### config.mk
export PLATFORM = sky130hd
export DESIGN_NAME = pit_channel_ctrl_flat
export DESIGN_NICKNAME = d
export VERILOG_FILES = /design/src/rtl/pit_pkg.sv /design/src/rtl/pit_channel_ctrl_if.sv /design/src/rtl/pit_read_latch.sv /design/src/rtl/pit_channel_ctrl.sv /design/src/flat_wrapper.sv
export SDC_FILE = /design/constraint.sdc
export NUM_CORES = 1
export LEC_CHECK = 0
export ABC_AREA = 1
export CORE_MARGIN = 8
export CORE_UTILIZATION = 51
export CTS_CLUSTER_DIAMETER = 80
export CTS_CLUSTER_SIZE = 16
export DETAILED_ROUTE_END_ITERATION = 16
export PLACE_DENSITY = 0.81
export SETUP_SLACK_MARGIN = 0.15
export SYNTH_ARGS = -nofsm -noshare
export SYNTH_HDL_FRONTEND = slang
export SYNTH_SLANG_ARGS = --single-unit
### constraint.sdc
create_clock -name clk -period 4.46 [get_ports clk]
set_clock_uncertainty 0.1 [all_clocks]
set_input_delay 0.446 -clock clk [delete_from_list [all_inputs] [get_ports clk]]
set_output_delay 0.446 -clock clk [all_outputs]
set_load 0.02 [all_outputs]
### src/rtl/pit_pkg.sv
// Shared codes and constants for the 8254-style channel controller.
package pit_pkg;

  localparam int CNT_W  = 16;
  localparam int DATA_W = 8;

  // Read/write access codes carried in control-word bits [5:4]
  localparam logic [1:0] RW_LATCH = 2'b00;
  localparam logic [1:0] RW_LSB   = 2'b01;
  localparam logic [1:0] RW_MSB   = 2'b10;
  localparam logic [1:0] RW_BOTH  = 2'b11;

  typedef enum logic [1:0] {
    S_UNPROG   = 2'd0,
    S_WAIT_MSB = 2'd1,
    S_LOAD     = 2'd2,
    S_RUN      = 2'd3
  } state_t;

  // Pick the byte a read returns for the stored access mode and read pointer
  function automatic logic [DATA_W-1:0] sel_byte(input logic [CNT_W-1:0] src,
                                                 input logic [1:0] rw,
                                                 input logic msb_next);
    case (rw)
      RW_LSB:  sel_byte = src[7:0];
      RW_MSB:  sel_byte = src[15:8];
      default: sel_byte = msb_next ? src[15:8] : src[7:0];
    endcase
  endfunction

endpackage

### src/rtl/pit_channel_ctrl_if.sv
// Bus-side strobes and data for one counter channel.
interface pit_channel_ctrl_if;
  import pit_pkg::*;

  logic              ctrl_we;
  logic              data_we;
  logic              rd_en;
  logic [DATA_W-1:0] data_in;
  logic [DATA_W-1:0] rd_data;

  modport master (output ctrl_we, data_we, rd_en, data_in, input rd_data);
  modport slave  (input ctrl_we, data_we, rd_en, data_in, output rd_data);
endinterface

### src/rtl/pit_read_latch.sv
// Count latch, latch-full flag, read byte pointer and registered read data.
import pit_pkg::*;

module pit_read_latch (
  input  logic              clk,
  input  logic              rst,
  input  logic              latch_cmd,
  input  logic              clear,
  input  logic              rd_en,
  input  logic [1:0]        rw,
  input  logic [CNT_W-1:0]  cnt_current,
  output logic [DATA_W-1:0] rd_data
);

  logic [CNT_W-1:0] latch;
  logic             full;
  logic             msb_next;
  logic             last_byte;

  // A read ends the sequence on single-byte modes or on the MSB half of a two-byte read
  assign last_byte = (rw != RW_BOTH) || msb_next;

  // Serve reads from the pre-edge source; capture/clear the latch on the same edge
  always_ff @(posedge clk or posedge rst) begin
    if (rst) begin
      latch    <= '0;
      full     <= 1'b0;
      msb_next <= 1'b0;
      rd_data  <= '0;
    end else begin
      if (rd_en)
        rd_data <= sel_byte(full ? latch : cnt_current, rw, msb_next);
      if (clear) begin
        full     <= 1'b0;
        msb_next <= 1'b0;
      end else begin
        if (rd_en && rw == RW_BOTH)
          msb_next <= ~msb_next;
        if (latch_cmd && !full) begin
          latch <= cnt_current;
          full  <= 1'b1;
        end else if (rd_en && last_byte) begin
          full <= 1'b0;
        end
      end
    end
  end

endmodule

### src/rtl/pit_channel_ctrl.sv
// Programming/read sequencer for one 8254-style down-counter channel.
import pit_pkg::*;

module pit_channel_ctrl (
  input  logic                     clk,
  input  logic                     rst,
  pit_channel_ctrl_if.slave        bus,
  input  logic                     gate,
  input  logic [CNT_W-1:0]         cnt_current,
  output logic [CNT_W-1:0]         cnt_value,
  output logic                     cnt_load,
  output logic                     cnt_hold,
  output logic [2:0]               mode,
  output logic                     bcd,
  output logic                     null_count
);

  state_t           state;
  logic [1:0]       rw;
  logic [CNT_W-1:0] staging;
  logic             latch_cmd;
  logic             mode_cmd;
  logic             data_wr;

  assign latch_cmd = bus.ctrl_we && (bus.data_in[5:4] == RW_LATCH);
  assign mode_cmd  = bus.ctrl_we && (bus.data_in[5:4] != RW_LATCH);
  // A control word in the same cycle swallows the data byte
  assign data_wr   = bus.data_we && !bus.ctrl_we;

  // The staging register is only meaningful to the counter while cnt_load is high
  assign cnt_value = staging;

  // Control-word decode, count assembly, load pulse and hold generation
  always_ff @(posedge clk or posedge rst) begin
    if (rst) begin
      state      <= S_UNPROG;
      rw         <= RW_LSB;
      mode       <= 3'd0;
      bcd        <= 1'b0;
      staging    <= '0;
      cnt_load   <= 1'b0;
      cnt_hold   <= 1'b1;
      null_count <= 1'b1;
    end else begin
      cnt_hold <= (state == S_UNPROG) || (state == S_WAIT_MSB) || !gate;
      cnt_load <= 1'b0;
      if (mode_cmd) begin
        rw         <= bus.data_in[5:4];
        mode       <= bus.data_in[3:1];
        bcd        <= bus.data_in[0];
        null_count <= 1'b1;
        state      <= S_UNPROG;
      end else begin
        case (state)
          S_UNPROG, S_RUN: begin
            // In S_RUN the old count keeps going until the new one is loaded
            if (data_wr) begin
              null_count <= 1'b1;
              case (rw)
                RW_LSB: begin
                  staging  <= {8'h00, bus.data_in};
                  cnt_load <= 1'b1;
                  state    <= S_LOAD;
                end
                RW_MSB: begin
                  staging  <= {bus.data_in, 8'h00};
                  cnt_load <= 1'b1;
                  state    <= S_LOAD;
                end
                default: begin
                  staging[7:0] <= bus.data_in;
                  state        <= S_WAIT_MSB;
                end
              endcase
            end
          end
          S_WAIT_MSB: begin
            if (data_wr) begin
              staging[15:8] <= bus.data_in;
              cnt_load      <= 1'b1;
              state         <= S_LOAD;
            end
          end
          default: begin
            null_count <= 1'b0;
            state      <= S_RUN;
          end
        endcase
      end
    end
  end

  pit_read_latch u_read_latch (
    .clk         (clk),
    .rst         (rst),
    .latch_cmd   (latch_cmd),
    .clear       (mode_cmd),
    .rd_en       (bus.rd_en),
    .rw          (rw),
    .cnt_current (cnt_current),
    .rd_data     (bus.rd_data)
  );

endmodule

### src/flat_wrapper.sv
// flat-port wrapper written by rule: the top's interface ports become plain ports
module pit_channel_ctrl_flat 
  (clk, rst, gate, cnt_current, cnt_value, cnt_load, cnt_hold, mode, bcd, null_count, bus_ctrl_we, bus_data_we, bus_rd_en, bus_data_in, bus_rd_data);
  pit_channel_ctrl_if bus_i ();
  input  logic clk;
  input  logic rst;
  input  logic gate;
  input  logic [CNT_W-1:0] cnt_current;
  output logic [CNT_W-1:0] cnt_value;
  output logic cnt_load;
  output logic cnt_hold;
  output logic [2:0] mode;
  output logic bcd;
  output logic null_count;
  input wire logic [$bits(bus_i.ctrl_we)-1:0] bus_ctrl_we;
  input wire logic [$bits(bus_i.data_we)-1:0] bus_data_we;
  input wire logic [$bits(bus_i.rd_en)-1:0] bus_rd_en;
  input wire logic [$bits(bus_i.data_in)-1:0] bus_data_in;
  output wire logic [$bits(bus_i.rd_data)-1:0] bus_rd_data;
  assign bus_i.ctrl_we = bus_ctrl_we;
  assign bus_i.data_we = bus_data_we;
  assign bus_i.rd_en = bus_rd_en;
  assign bus_i.data_in = bus_data_in;
  assign bus_rd_data = bus_i.rd_data;
  pit_channel_ctrl u_core (.clk(clk), .rst(rst), .bus(bus_i), .gate(gate), .cnt_current(cnt_current), .cnt_value(cnt_value), .cnt_load(cnt_load), .cnt_hold(cnt_hold), .mode(mode), .bcd(bcd), .null_count(null_count));
endmodule
==> results of run 1 <==
cells in the final DEF (no fill, tap or decap), drive strengths merged:
| cell | netlist | final |
|---|---|---|
| nand3 | 26 | 26 |
| clkdlybuf4s50 | 0 | 60 |
| nor3b | 1 | 1 |
| inv | 39 | 39 |
| a21oi | 2 | 2 |
| or2 | 8 | 8 |
| clkinv | 0 | 1 |
| o21ai | 32 | 32 |
| dfstp | 3 | 3 |
| ha | 6 | 6 |
| dfrtp | 50 | 50 |
| clkbuf | 0 | 7 |
| nand2 | 139 | 139 |
| nor2 | 12 | 12 |
metal layers:
layer  vias to the layer above  track usage [%]
met1                      1038            22.02
li1                       1122                -
met5                         -                0
met4                         0            5.991
met3                         7            6.250
met2                        60            28.71
kinds of logic (layout without fill, tap and decap cells):
logic type,count (synthesis),count (layout)
buffers and inverters,48,107
flip-flops,53,53
AO/OA/AOI/OAI,34,34
adder cells (fa/ha/maj),6,6
AND/OR/NAND/NOR,186,186
power breakdown:
group	leakage [nW]	total (mW)	switching (mW)	internal (mW)
logic	1.04	0.734	0.426	0.308
clock network	0.0542	0.299	0.158	0.141
registers	0.661	0.693	0.0763	0.617
total	1.76	1.73	0.660	1.07
final cells by class:
class	count	share of cell area (%)
tap	70	2.564
clock buffer	7	2.821
clock inverter	1	0.1465
multi-input combinational	226	33.44
inverter	39	4.506
sequential	53	38.94
timing repair buffer	60	17.58
worst paths after layout:
check	startpoint	endpoint	slack, ns	depth (start not counted)
hold / removal	u_core.mode[2]$_DFFE_PP0P_	u_core.mode[2]$_DFFE_PP0P_	0.39	2
max in group asynchronous	rst	u_core.cnt_value[2]$_DFFE_PP0P_	2.97	2
setup reg to reg	u_core.rw[0]$_DFFE_PP1P_	u_core.u_read_latch.rd_data[4]$_DFFE_PP0P_	2.61	9
min in group asynchronous	rst	u_core.u_read_latch.rd_data[4]$_DFFE_PP0P_	0.61	2
setup / recovery	u_core.null_count$_DFFE_PP1P_	null_count	2.48	1
hold reg to reg	u_core.mode[2]$_DFFE_PP0P_	u_core.mode[2]$_DFFE_PP0P_	0.39	2
sequential cells by signal, summed over array words and instances (netlist names):
signal,count
u_core.bcd,1
u_core.u_read_latch.full,1
u_core.cnt_value,16
u_core.mode,3
u_core.state,2
u_core.cnt_load,1
u_core.cnt_hold,1
u_core.u_read_latch.latch,16
u_core.null_count,1
u_core.u_read_latch.msb_next,1
u_core.u_read_latch.rd_data,8
u_core.rw,2
synthesized netlist by cell type:
cell type	number
nand2_2	1
o21ai_0	12
o21ai_2	16
nor2_8	1
o21ai_4	1
buf_6	6
a21oi_1	2
nor3b_2	1
buf_2	2
or2_2	8
nand3_4	1
nor2_4	3
nand3_1	25
o21ai_1	3
inv_4	1
nor2_2	2
inv_2	4
dfstp_2	3
inv_1	33
nor2_1	6
buf_4	1
nand2_1	137
dfrtp_1	50
nand2_4	1
inv_6	1
ha_1	6
==> results.cfg, run 1 <==
[critical_path]
cpLargestDelayFamily = buffers and inverters
slowest_stage = clkdlybuf4s50_1
crit_required_ns = 3.91
cp-start-kind = flip-flop
crit_buf_inv = 1
cp_cell_sequence = clkdlybuf4s50_1
arrival_ns = 1.43
cp-end-kind = output pin
setup.worst_path.class = reg2out
crit_fanout = 2
slowest_delay_ns = 0.60

[placement]
gp_congestion = 0.8147
post-place-cells = 448
port_buffers = 60
dp_hpwl_um = 4631
post-place-ws_ns = 2.414
dpl-instance-area_mm2 = 0.003314

[routing]
detail_route.wl_per_cell_um = 14.15
via_count = 2227
wl_um = 6453
vias_per_cell = 4.884
dr.first_iter.drc_count = 115
wl_met3_um = 525
top_layer = met4
ant_nets = 0
drc = 0
met1_length_um = 2790
first_pass_iters = 4
wl_met2_um = 3059

[synth]
synthCells = 327
ys_seq_elements = 53
syn_nets = 363
yosysTopAreaCellShare_pct = 46.15
yosysSeqAreaShare_pct = 49.05
synth.distinct_cells = 26
muxShareOfSynthArea_pct = 0
syn_area_mm2 = 0.002711
synth_fa_ha_area_share_pct = 2.769
synth_compound_area_share_pct = 8.906
synth_top_family_by_area = simple AND/OR/NAND/NOR gates
yosys_warnings = 0
yosys.area.top_type = dfrtp_1
synth_area_leaders = dfrtp_1 (46%), nand2_1 (19%), o21ai_2 (5.2%)
avgSynthCellArea_um2 = 8.292
synth-xor-area-share_pct = 0
synthSimpleGateAreaFrac_pct = 30.46

[worst_hold_path]
hp-class = reg2reg

[outcome]
status = complete, no violations

[clock_network]
cts_max_path_buffers = 2
htree_levels = 2
clk_pin_slew_ns = 0.10
cts_hold_buf = 0
cts.repair.resized = 0
cts_made_buffers = 5
post_cts_buffers = 0
clkLatencyLatePin_ns = 0.31
cts_tree = done
root_buffer = clkbuf_8
numClockSinks = 53

[timing]
relSlewSlack_pct = 27.40
timing.hold.ws_ns = 0.3860
setup_viol = 0
tightest_slew_ns = 1.089
fmax_mhz = 505.7
setup-tns-final_ns = 0
fin_crit_sh_pct = 44.34
setup_ws_ns = 2.483
period_minus_slack_ns = 1.977
finalHoldViolCount = 0
rsz0062_at_grt = false
drv_slew = 0

[cells_and_area]
nFillCells = 421
synthToLayoutAreaGrowth_pct = 25.98
drive_above_1_share_pct = 13.73
nets = 421
seq_area_mm2 = 0.001330
diodes = 0
fin_cells = 456
fin_area_mm2 = 0.003416
multiInputGateArea_mm2 = 0.001142
utilization_pct = 66.88

[floorplanning]
die-width_um = 88.92
io_pins = 61
die_area_mm2 = 0.007906
core_mm2 = 0.005107
rows = 26
start_util_pct = 53.09
die_y_um = 88.92

[grt]
antenna_found_initial = 0
track_usage_pct = 17.97
grt-ovfl-total = 0
grt_max_degree = 54
grt_pass1_wl_um = 10980
grt_pass1_vias = 2244

[run]
maxCapViolations = 0

[power_and_ir_drop]
leakagePower_nw = 1.758
total_power_mw = 1.726
pwr_density_cell_mw_per_mm2 = 505.4
max-vdd-ir-drop_uv = 407.1
(Power assumes the default switching activity.)
==> run 2, diff against run 1 <==
--- a/config.mk
+++ b/config.mk
@@ -7,11 +7,11 @@
 export LEC_CHECK = 0
 export ABC_AREA = 1
 export CORE_MARGIN = 8
-export CORE_UTILIZATION = 51
+export CORE_UTILIZATION = 50
 export CTS_CLUSTER_DIAMETER = 80
 export CTS_CLUSTER_SIZE = 16
 export DETAILED_ROUTE_END_ITERATION = 16
-export PLACE_DENSITY = 0.81
+export PLACE_DENSITY = 0.79
 export SETUP_SLACK_MARGIN = 0.15
 export SYNTH_ARGS = -nofsm -noshare
 export SYNTH_HDL_FRONTEND = slang
==> constraint.sdc (replaced) <==
create_clock -name clk -period 2 [get_ports clk]
set_clock_uncertainty 0.1 [all_clocks]
set_input_delay 0.2 -clock clk [delete_from_list [all_inputs] [get_ports clk]]
set_output_delay 0.2 -clock clk [all_outputs]
set_load 0.02 [all_outputs]
==> run 2 against run 1 <==
Against the previous run: via count grew 1.0%; sequential cell count is the same; sequential share of layout area shrank 0.84 points; largest cell class unchanged.
==> results.cfg, run 2 (synthesis results as in run 1) <==
[outcome]
status = complete, no violations

[placement]
port_buffers = 60
dpl-instance-area_mm2 = 0.003374
gp_congestion = 0.8268
dp_hpwl_um = 4761

[routing]
dr.first_iter.drc_count = 111
wl_um = 6356
ant_nets = 0
first_pass_iters = 4
drc = 0
vias_per_cell = 4.849
detail_route.wl_per_cell_um = 13.70
via_count = 2250

[floorplanning]
core_mm2 = 0.005371
die-width_um = 89.64
die_y_um = 89.64
start_util_pct = 50.48
rows = 27
die_area_mm2 = 0.008035
io_pins = 61

[cells_and_area]
nets = 427
seq_area_mm2 = 0.001330
nFillCells = 472
final_common_cell = nand2_1
multiInputGateArea_mm2 = 0.001165
drive_above_1_share_pct = 15.82
fin_area_mm2 = 0.003491
mostFrequentLayoutCells = nand2_1 (135), clkdlybuf4s50_1 (60), dfrtp_1 (50), inv_1 (32), nand3_1 (25)
diodes = 0
synthToLayoutAreaGrowth_pct = 28.75

[grt]
grt-ovfl-total = 0
grt_pass1_wl_um = 10670
met2_usage_pct = 28.41
grt_pass1_vias = 2358
antenna_found_initial = 0
grtUsageMet1_pct = 20.60
grt_busiest_layer = met2
grt_max_degree = 34
grtUsageMet3_pct = 5.551
track_usage_pct = 17.31

[power_and_ir_drop]
pwr-share-clk_pct = 16.3
p_sw_share_pct = 38.85
leakagePower_nw = 1.784
power.share.combinational_pct = 43.7
power_frac_seq_pct = 39.9
max-vdd-ir-drop_uv = 715.1
p_int_mw = 2.354
pwr_density_cell_mw_per_mm2 = 1103
p_sw_mw = 1.496

[timing]
setup-tns-final_ns = 0
fin_crit_sh_pct = 88.37
relSlewSlack_pct = 64.83
setup_viol = 0
tightest_slew_ns = 0.5258
period_minus_slack_ns = 1.767
fmax_mhz = 565.8
rsz0062_at_grt = false
drv_slew = 0
finalHoldViolCount = 0

[clock_network]
cts_tree = done
cts_made_buffers = 5
root_buffer = clkbuf_8
htree_levels = 2
post_cts_buffers = 0
numClockSinks = 53
cts_max_path_buffers = 2
clk_pin_slew_ns = 0.10
clkLatencyLatePin_ns = 0.31

[run]
maxCapViolations = 0

[critical_path]
setup.worst_path.class = reg2out
cp-end-kind = output pin
crit_path_end = null_count
reg2reg_slack_ns = 0.32
startpoint = u_core.null_count$_DFFE_PP1P_
cp_cell_sequence = clkdlybuf4s50_1
arrival_ns = 1.47
worst-path-stages = 1
regToRegEndpoint = u_core.u_read_latch.rd_data[2]$_DFFE_PP0P_
slowest_delay_ns = 0.60
crit_fanout = 2
crit_buf_inv = 1
cpLargestDelayFamily = buffers and inverters
r2r-start = u_core.rw[0]$_DFFE_PP1P_
cp-start-kind = flip-flop
slowest_stage = clkdlybuf4s50_1
crit_required_ns = 1.70
reg2reg_depth = 9

[worst_hold_path]
hp-class = in2async
[run 2: area by class of cell]
cell class / instances / share of cell area (%)
multi-input cells: 226 / 33.37
repair buffers: 66 / 18.85
well taps: 72 / 2.581
clock inverters: 3 / 0.7168
clock buffers: 5 / 1.971
flip-flops and latches: 53 / 38.10
inverters: 39 / 4.409
[run 2: per-stage QoR]
stage / power (mW) / std cells / hold WS [ns] / util, % / setup WS (ns)
6_report: 3.850 / 464 / 0.09093 / 64.99 / 0.2325
5_1_grt: 4.127 / 464 / 0.1088 / 64.99 / 0.1743
4_1_cts: 3.883 / 464 / 0.09852 / 64.57 / 0.1692
3_5_place_dp: 3.230 / 456 / 0.3634 / 62.82 / 0.2062
3_3_place_gp: 3.204 / 456 / 0.3595 / 62.82 / 0.3031
2_1_floorplan: 2.542 / 327 / 0.1435 / - / 0.4187
[run 2: layer usage]
layer / wire length [um] / vias to the layer above / share of wire, %
met4: 126 / 0 / 2.0
met5: 0 / - / 0
met3: 474 / 11 / 7.5
met1: 2615 / 1041 / 41
li1: - / 1132 / -
met2: 3139 / 66 / 49
[run 2: timing repair]
action / in CTS / in global routing
endpoints found under the setup margin: 0 / 8
resized for setup: 0 / 4
hold buffers: 0 / 0
[run 2: power by group through the flow]
| stage | Clock [mW] | Sequential [mW] | Combinational [mW] |
|---|---|---|---|
| CTS | 0.658 | 1.54 | 1.69 |
| detailed placement | 0 | 1.55 | 1.68 |
| global placement | 0 | 1.55 | 1.66 |
| finish | 0.629 | 1.54 | 1.68 |
| floorplan | 0 | 1.78 | 0.761 |
| global route | 0.698 | 1.57 | 1.86 |
[run 2: worst min-delay path by stage]
stage,startpoint,to,slack (ns),cells past startpoint
5_1_grt,rst,u_core.u_read_latch.latch[5]$_DFFE_PP0P_,0.11,2
6_report,rst,u_core.u_read_latch.latch[5]$_DFFE_PP0P_,0.09,2
3_3_place_gp,u_core.mode[1]$_DFFE_PP0P_,u_core.mode[1]$_DFFE_PP0P_,0.36,2
3_5_place_dp,u_core.mode[0]$_DFFE_PP0P_,u_core.mode[0]$_DFFE_PP0P_,0.36,2
4_1_cts,rst,u_core.u_read_latch.latch[5]$_DFFE_PP0P_,0.1,2
2_1_floorplan,gate,u_core.cnt_hold$_DFF_PP1_,0.14,1
[run 2: worst reg2reg max path: cells and delay by family (launching register included)]
kind | cells | cell delay (ns)
DFF | 1 | 0.56
adders and majority gates | 1 | 0.29
buffers and inverters | 3 | 0.17
and+or+nand+nor | 5 | 0.45
==> run 3, diff against run 2 <==
--- a/config.mk
+++ b/config.mk
@@ -7,11 +7,12 @@
 export LEC_CHECK = 0
 export ABC_AREA = 1
 export CORE_MARGIN = 8
-export CORE_UTILIZATION = 50
+export CORE_UTILIZATION = 51
 export CTS_CLUSTER_DIAMETER = 80
 export CTS_CLUSTER_SIZE = 16
 export DETAILED_ROUTE_END_ITERATION = 16
-export PLACE_DENSITY = 0.79
+export DONT_BUFFER_PORTS = 1
+export PLACE_DENSITY = 0.66
 export SETUP_SLACK_MARGIN = 0.15
 export SYNTH_ARGS = -nofsm -noshare
 export SYNTH_HDL_FRONTEND = slang
==> run 3 against run 2 <==
Against the previous run: final area shrank 10%; first-iteration DRC count increased by 2.7%; clock power grew 4.1%; total power fell by 9.8%; critical path depth up 7; critical path type is now reg2reg; sequential share of layout area grew 4.3 points; non-clock buffer count is 36 lower; worst hold slack worse by 0.052 ns; global-route usage is 0.19 points higher.
==> results.cfg, run 3 (synthesis results as in run 1) <==
[outcome]
status = complete, no violations

[critical_path]
cp-end-kind = flip-flop
reg2reg_depth = 8
crit_required_ns = 2.17
crit_fanout = 10
reg2reg_slack_ns = 0.33
arrival_ns = 1.83
cp-start-kind = flip-flop
setup.worst_path.class = reg2reg

[timing]
fin_crit_sh_pct = 83.39
period_minus_slack_ns = 1.668
setup_viol = 0
relSlewSlack_pct = 60.72
rsz0062_at_grt = false
setup-tns-final_ns = 0
fmax_mhz = 599.6
drv_slew = 0
tightest_slew_ns = 0.5884
finalHoldViolCount = 0
timing.hold.ws_ns = 0.03915

[grt]
grt-ovfl-total = 0
grt_pass1_wl_um = 10730
antenna_found_initial = 0
grt_busiest_layer = met2
met2_usage_pct = 29.11
grtUsageMet1_pct = 20.34
track_usage_pct = 17.51
grtUsageMet3_pct = 6.801
grt_max_degree = 34
grt_pass1_vias = 2208

[cells_and_area]
drive_above_1_share_pct = 16.57
utilization_pct = 61.47
nets = 391
diodes = 0
fin_cells = 426
final_common_cell = nand2_1
synthToLayoutAreaGrowth_pct = 15.78
mostFrequentLayoutCells = nand2_1 (135), dfrtp_1 (50), inv_1 (32), dlygate4sd3_1 (27), nand3_1 (25)

[power_and_ir_drop]
power_frac_seq_pct = 52.8
leakagePower_nw = 1.659
power.share.combinational_pct = 28.4
pwr_density_cell_mw_per_mm2 = 1107
p_sw_share_pct = 41.94
total_power_mw = 3.474
p_sw_mw = 1.457
max-vdd-ir-drop_uv = 674.5
p_int_mw = 2.017
pwr-share-clk_pct = 18.9

[clock_network]
numClockSinks = 53
cts_made_buffers = 5
htree_levels = 2
cts_max_path_buffers = 2
post_cts_buffers = 0
cts_tree = done
clk_pin_slew_ns = 0.11
root_buffer = clkbuf_8
clkLatencyLatePin_ns = 0.32

[routing]
wl_um = 6363
dr.first_iter.drc_count = 114
detail_route.wl_per_cell_um = 14.94
vias_per_cell = 4.977
via_count = 2120
first_pass_iters = 4
drc = 0
ant_nets = 0

[placement]
port_buffers = 0
dp_hpwl_um = 4334
post-place-cells = 391
gp_congestion = 0.7586

[floorplanning]
die-width_um = 88.92
die_y_um = 88.92
rows = 26
die_area_mm2 = 0.007906
start_util_pct = 53.09
io_pins = 61
core_mm2 = 0.005107

[worst_hold_path]
hold_depth = 2
hp-class = in2reg

[run]
maxCapViolations = 0
[run 3: cell type report]
type                       instances  area (um^2)
clock buffer                       5        68.82
clock inverter                     3        28.78
fill                             446         1968
inverter                          39        153.9
multi-input combinational        226         1165
sequential                        53         1330
tap                               70        87.58
timing repair buffer              30        305.3
[run 3: worst paths after layout]
| path | startpoint | end |
|---|---|---|
| worst min-delay path | bus_data_we | u_core.cnt_load$_DFF_PP0_ |
| min in group asynchronous | rst | u_core.u_read_latch.rd_data[1]$_DFFE_PP0P_ |
| max in group asynchronous | rst | u_core.rw[0]$_DFFE_PP1P_ |
| worst max-delay path | u_core.rw[0]$_DFFE_PP1P_ | u_core.cnt_value[8]$_DFFE_PP0P_ |
| worst max register to register | u_core.rw[0]$_DFFE_PP1P_ | u_core.cnt_value[8]$_DFFE_PP0P_ |
| worst min register to register | u_core.u_read_latch.latch[12]$_DFFE_PP0P_ | u_core.u_read_latch.latch[12]$_DFFE_PP0P_ |
[run 3: timing repair]
action / CTS / global route
endpoints found under the setup margin: 0 / 8
hold buffers: 27 / 0
endpoints found under the hold margin: 72 / 0
gates resized for setup: 0 / 4
[run 3: per-stage QoR]
stage,setup slack [ns],instance area (um^2)
floorplan,0.4187,2711
global placement,0.2819,2749
detailed placement,0.2403,2749
CTS,0.2039,3117
global route,0.1995,3139
finish,0.3322,3139
[run 3: critical path: stages, from the launching register on]
cell	delay (ns)
dfstp_2	0.56
inv_1	0.08
ha_4	0.29
inv_1	0.06
nor2_2	0.20
nor2_8	0.10
inv_4	0.11
nand2_1	0.05
nand2_1	0.07
[run 3: routing by layer]
layer,up-vias,part of all wire [%],wire (um)
li1,1065,-,-
met1,988,41,2588
met2,60,49,3111
met3,7,9.3,591
met4,0,1.1,71
met5,-,0,0
[run 3: power by group through the flow]
stage | combinational (mW) | clock, mW | sequential [mW]
floorplan | 0.761 | 0 | 1.78
global placement | 0.908 | 0 | 1.86
detailed placement | 0.931 | 0 | 1.85
CTS | 0.982 | 0.678 | 1.84
global route | 1.13 | 0.718 | 1.87
finish | 0.986 | 0.655 | 1.83
==> RTL edit 1, RTL diff (settings of run 2) <==
Encoding of `state_t`: now one-hot (4 bits for 4 states).
--- a/src/rtl/pit_pkg.sv
+++ b/src/rtl/pit_pkg.sv
@@ -11,9 +11,9 @@
   localparam logic [1:0] RW_BOTH  = 2'b11;
 
-  typedef enum logic [1:0] {
-    S_UNPROG   = 2'd0,
-    S_WAIT_MSB = 2'd1,
-    S_LOAD     = 2'd2,
-    S_RUN      = 2'd3
+  typedef enum logic [3:0] {
+    S_UNPROG   = 4'b0001,
+    S_WAIT_MSB = 4'b0010,
+    S_LOAD     = 4'b0100,
+    S_RUN      = 4'b1000
   } state_t;
 
Function: no difference found for any inputs over 4 cycles, from zero or initial values and one cycle with rst high; so few cycles prove little.
==> RTL edit 1 against run 2 <==
- non-clock buffer count is 1 higher
- via count grew 14%
- die area is 3.3% higher
- area after synthesis is 4.1% higher
- largest cell class unchanged
- total power is 15% lower
- setup slack better by 0.026 ns
- cell area rose by 3.9%
- critical endpoint is now u_core.cnt_value[8]$_DFFE_PP0P_
- largest power group is now registers
- critical path type is now flop to flop
- wire length rose by 12%
- sequential cell count grew 2
==> RTL edit 1: results (changes against run 2) <==
- Status: complete, no violations
- Final hold violation count: 0 (unchanged)
- Nets: 468 (+9.6%)
- Mapped Nets: 408 (+12%)
- GRT Total Usage: 17.5% (+0.19 points)
- Predominant post-synthesis flop cell: dfrtp_1
- Inst Count DP: 499 (+9.4%)
- DP HPWL: 5100 um (+7.2%)
- Peak supply drop: 0.603 mV (-16%)
- Post-synth top cells: nand2_1 (160), dfrtp_1 (51), inv_1 (35)
- CP endpoint: u_core.cnt_value[8]$_DFFE_PP0P_
- Post-route insts no fill: 508 (+9.5%)
- First-pass DRT Iterations: 4 (unchanged)
- Share of cells above drive strength 1: 10.6% (-5.3 points)
- Internal reg-to-reg setup slack: 0.26 ns (-0.06 ns)
- Root Buffer: clkbuf_8
- Worst setup path startpoint: u_core.rw[0]$_DFFE_PP1P_
- Synth unique cells: 22 (-15%)
- Maximum number of pins on one net before global-route repair: 56 (+65%)
- Main area contributors after synthesis: dfrtp_1 (45%), nand2_1 (21%), nand3_1 (5.0%)
- Worst Hold Class: primary input to asynchronous set/reset pin
- CP max FO: 10 (+8)
- Leakage Power: 1.84 nW (+3.0%)
- Global-route wire length before repair: 12100 um (+13%)
- Post-synthesis sequential area ratio: 49.0% (-0.096 points)
- Post-Route WL: 7110 um (+12%)
- Reg2Reg Depth: 7 (-2)
- Mapped Cells: 375 (+15%)
- GP Congestion: 0.805 (-2.7%)
- DRT iter0 DRCs: 127 (+14%)
- Via count: 2567 (+14%)
- Async SR Flop Fraction: 100% (unchanged)
- Hold slack: 0.162 ns (+0.0706 ns)
- Arrival time worst endpoint: 1.89 ns (+0.42 ns)
- Worst Max-Slew Pin Slew: 0.586 ns (+0.0597 ns)
## RTL edit 1: changes by cell type in the layout (fill, tap and decap cells not counted), moves of 5 or more
cell / run 2 / this run
o21ai_0: 12 / 28
o21ai_2: 16 / 0
o21ai_1: 3 / 8
nor2_1: 6 / 14
nand2_1: 135 / 159
## RTL edit 1: power breakdown
| part | leakage [nW] | internal (mW) | total (mW) | switching [mW] |
|---|---|---|---|---|
| registers | 0.690 | 1.35 | 1.49 | 0.144 |
| logic | 1.10 | 0.503 | 1.15 | 0.647 |
| clock network | 0.0482 | 0.280 | 0.625 | 0.345 |
## RTL edit 1: routing by layer
metal	wire length, um	global-route usage [%]
met1	3260	22.6
met2	3320	28.2
met3	439	3.54
met4	93	6.55
met5	0	0
## RTL edit 1: cell type report
| cell class | count | area (sq um) |
|---|---|---|
| Tap cell | 72 | 90.1 |
| Clock inverter | 1 | 5.00 |
| Sequential cell | 55 | 1380 |
| Clock buffer | 7 | 86.3 |
| Inverter | 40 | 150 |
| Multi-Input combinational cell | 266 | 1250 |
| Timing Repair Buffer | 67 | 666 |
| Fill cell | 458 | 1840 |
## RTL edit 1: critical path, cell delays in order, from the launching register on
cell	delay, ns
dfstp_2	0.55
inv_1	0.07
ha_4	0.26
nor2_1	0.21
nand3_4	0.20
nand2_4	0.16
nand2_1	0.06
nand2_1	0.07
## RTL edit 1: repair_timing
action / 4_1_cts / 5_1_grt
setup endpoints to repair: 13 / 19
gates resized for setup: 2 / 4
pin swaps: 0 / 1
setup buffers: 0 / 1
## RTL edit 1: through the flow
stage	setup WS (ns)	instance area [sq um]
2_1_floorplan	0.306	2820
3_3_place_gp	0.0637	3490
3_5_place_dp	0.0419	3490
4_1_cts	0.173	3600
5_1_grt	0.146	3630
6_report	0.259	3630
## RTL edit 1: cell families after synthesis
| logic type | after synthesis | share of synthesized area, % |
|---|---|---|
| buffers and inverters | 54 | 7.98 |
| flip-flops | 55 | 49.0 |
| adder cells (fa/ha/maj) | 3 | 1.33 |
| AO/OA/AOI/OAI | 38 | 6.74 |
| AND/OR/NAND/NOR | 225 | 35.0 |
==> RTL edit 2, RTL diff (settings of run 2) <==
Without the edit above. Reset style: synchronous (`rst`), changed in 2 clocked blocks.
--- a/src/rtl/pit_read_latch.sv
+++ b/src/rtl/pit_read_latch.sv
@@ -22,5 +22,5 @@
 
   // Serve reads from the pre-edge source; capture/clear the latch on the same edge
-  always_ff @(posedge clk or posedge rst) begin
+  always_ff @(posedge clk) begin
     if (rst) begin
       latch    <= '0;
--- a/src/rtl/pit_channel_ctrl.sv
+++ b/src/rtl/pit_channel_ctrl.sv
@@ -32,5 +32,5 @@
 
   // Control-word decode, count assembly, load pulse and hold generation
-  always_ff @(posedge clk or posedge rst) begin
+  always_ff @(posedge clk) begin
     if (rst) begin
       state      <= S_UNPROG;
Behaviour: differs if rst is asserted again (counterexample within 4 cycles, from zero or initial values and one cycle with rst high); with rst held inactive, the same outputs for 4 cycles.
==> RTL edit 2 against run 2 <==
- area after synthesis is 7.4% lower
- non-clock buffer count shrank 1
- sequential cell count did not move
- register-to-register slack improved by 0.06 ns
- cell area decreased by 6.0%
- wire length decreased by 1.1%
- first-iteration DRC count increased by 70%
- critical endpoint is now u_core.u_read_latch.rd_data[7]$_SDFFE_PP0P_
- setup slack improved by 0.15 ns
- fmax increased by 9.2%
Power is not compared: it rests on default switching activity, and its combinational part moved more than twofold at a synthesized area within 25%.
==> RTL edit 2: results (changes against run 2) <==
- Leakage Power: 1.46 nW
- Share of cells above drive strength 1: 6.09% (-9.7 points)
- GRT Total Usage: 17.0% (-0.35 points)
- Initial antenna violation count: 0 (unchanged)
- Clk slew on worst S/H paths: 0.09 ns
- Post-Route WL: 6290 um (-1.1%)
- Vias/cell: 4.89 (+0.94%)
- Antenna Cells: 0 (unchanged)
- Main area contributors after synthesis: dfxtp_1 (42%), nand2_1 (20%), a21oi_1 (6.6%)
- Async SR Flop Fraction: 0% (-100 points)
- GP Congestion: 0.849 (+2.7%)
- First-pass DRT Iterations: 4 (unchanged)
- Vias in the first global route: 2287 (-3.0%)
- Fill cell count: 416 (-12%)
- Post-synthesis sequential area ratio: 42.3% (-6.8 points)
- CP max FO: 8 (+6)
- Worst Hold Class: primary input to flop
- Nets: 463 (+8.4%)
- Post-DP Area: 0.00315 sq mm (-6.6%)
- Global-route wire length before repair: 10400 um (-2.8%)
- Longest Clk Path Bufs: 2 (unchanged)
- Arrival time worst endpoint: 1.78 ns (+0.31 ns)
- Maximum number of pins on one net before global-route repair: 38 (+12%)
- Switch share: 28.6%
- DP HPWL: 4610 um (-3.2%)
- Cts bufs inserted: 5 (unchanged)
- Peak supply drop: 0.478 mV
- Root Buffer: clkbuf_8
- DRT iter0 DRCs: 189 (+70%)
- Rel. slew slack: 74.6% (+9.8 points)
- Post-synth top cells: nand2_1 (132), dfxtp_1 (53), nor2_1 (41)
- Yosys warning total: 0 (unchanged)
- IO buf count: 60 (unchanged)
- Status: complete, no violations
- Synth unique cells: 27 (+3.8%)
- H-tree depth: 2 (unchanged)
- Worst skew pair latency: 0.31 ns (about the same)
- Mapped Nets: 404 (+11%)
-- RTL edit 2: cell types whose count changed in the layout (fill, tap and decap cells not counted), moves of 9 or more --
cell,before,now
o21ai_0,12,3
o21ai_2,16,0
dfrtp_1,50,0
dfxtp_1,0,53
a21oi_1,2,33
nor2_1,6,40
-- RTL edit 2: metal layers --
metal	wire [um]	GRT usage [%]
met2	2900	27.6
met3	521	6.32
met1	2820	20.3
met4	52	4.54
met5	0	0
-- RTL edit 2: worst paths after layout --
check	from	to	slack, ns	cells past startpoint
setup / recovery	u_core.rw[0]$_SDFFE_PP1P_	u_core.u_read_latch.rd_data[7]$_SDFFE_PP0P_	0.38	9
hold / removal	gate	u_core.cnt_hold$_SDFF_PP1_	0.30	2
setup reg to reg	u_core.rw[0]$_SDFFE_PP1P_	u_core.u_read_latch.rd_data[7]$_SDFFE_PP0P_	0.38	9
hold reg to reg	u_core.cnt_value[0]$_SDFFE_PP0P_	u_core.cnt_value[0]$_SDFFE_PP0P_	0.37	2
-- RTL edit 2: final cells by class --
class                      instances  area, sq um  share of cell area [%]
clock inverter                     2         37.5                    1.14
multi-input combinational        265         1240                    37.9
inverter                          36          135                    4.12
timing repair buffer              65          638                    19.5
clock buffer                       6         82.6                    2.52
tap                               67         83.8                    2.56
sequential                        53         1060                    32.3
-- RTL edit 2: per-stage QoR --
step / util, % / setup slack [ns] / instances
final: 68.5 / 0.382 / 494
after global routing: 68.5 / 0.233 / 494
after CTS: 68.3 / 0.240 / 494
after detailed placement: 65.8 / 0.253 / 486
after global placement: 65.8 / 0.264 / 486
after floorplan: - / 0.469 / 367
-- RTL edit 2: cell families (layout without fill, tap and decap cells) --
group | after synthesis | count (layout) | synth area share [%]
AND/OR/NAND/NOR | 213 | 213 | 35.7
buffers and inverters | 49 | 109 | 8.62
AO/OA/AOI/OAI | 44 | 44 | 9.57
XOR/XNOR | 1 | 1 | 0.349
flip-flops | 53 | 53 | 42.3
adder cells (fa/ha/maj) | 7 | 7 | 3.49
-- RTL edit 2: worst max-delay path, cell delays in order (launching register included) --
cell and delay (ns):
dfxtp_1 0.37, inv_1 0.09, ha_1 0.36, nand2_1 0.10, inv_1 0.05, nor2_2 0.24, nand2_1 0.09, nand3_1 0.08
nand2_1 0.05, inv_1 0.04
-- RTL edit 2: power by group through the flow --
stage          Combinational (mW)  Clock (mW)  Sequential [mW]
2_1_floorplan               0.268           0             1.24
3_3_place_gp                0.542           0             1.18
3_5_place_dp                0.548           0             1.19
4_1_cts                     0.552       0.780             1.16
5_1_grt                     0.617       0.815             1.17
6_report                    0.555       0.766             1.16
-- RTL edit 2: timing repair --
action	in CTS	in global routing
resized for setup	0	2
setup buffers	0	0
endpoints found under the setup margin	0	14
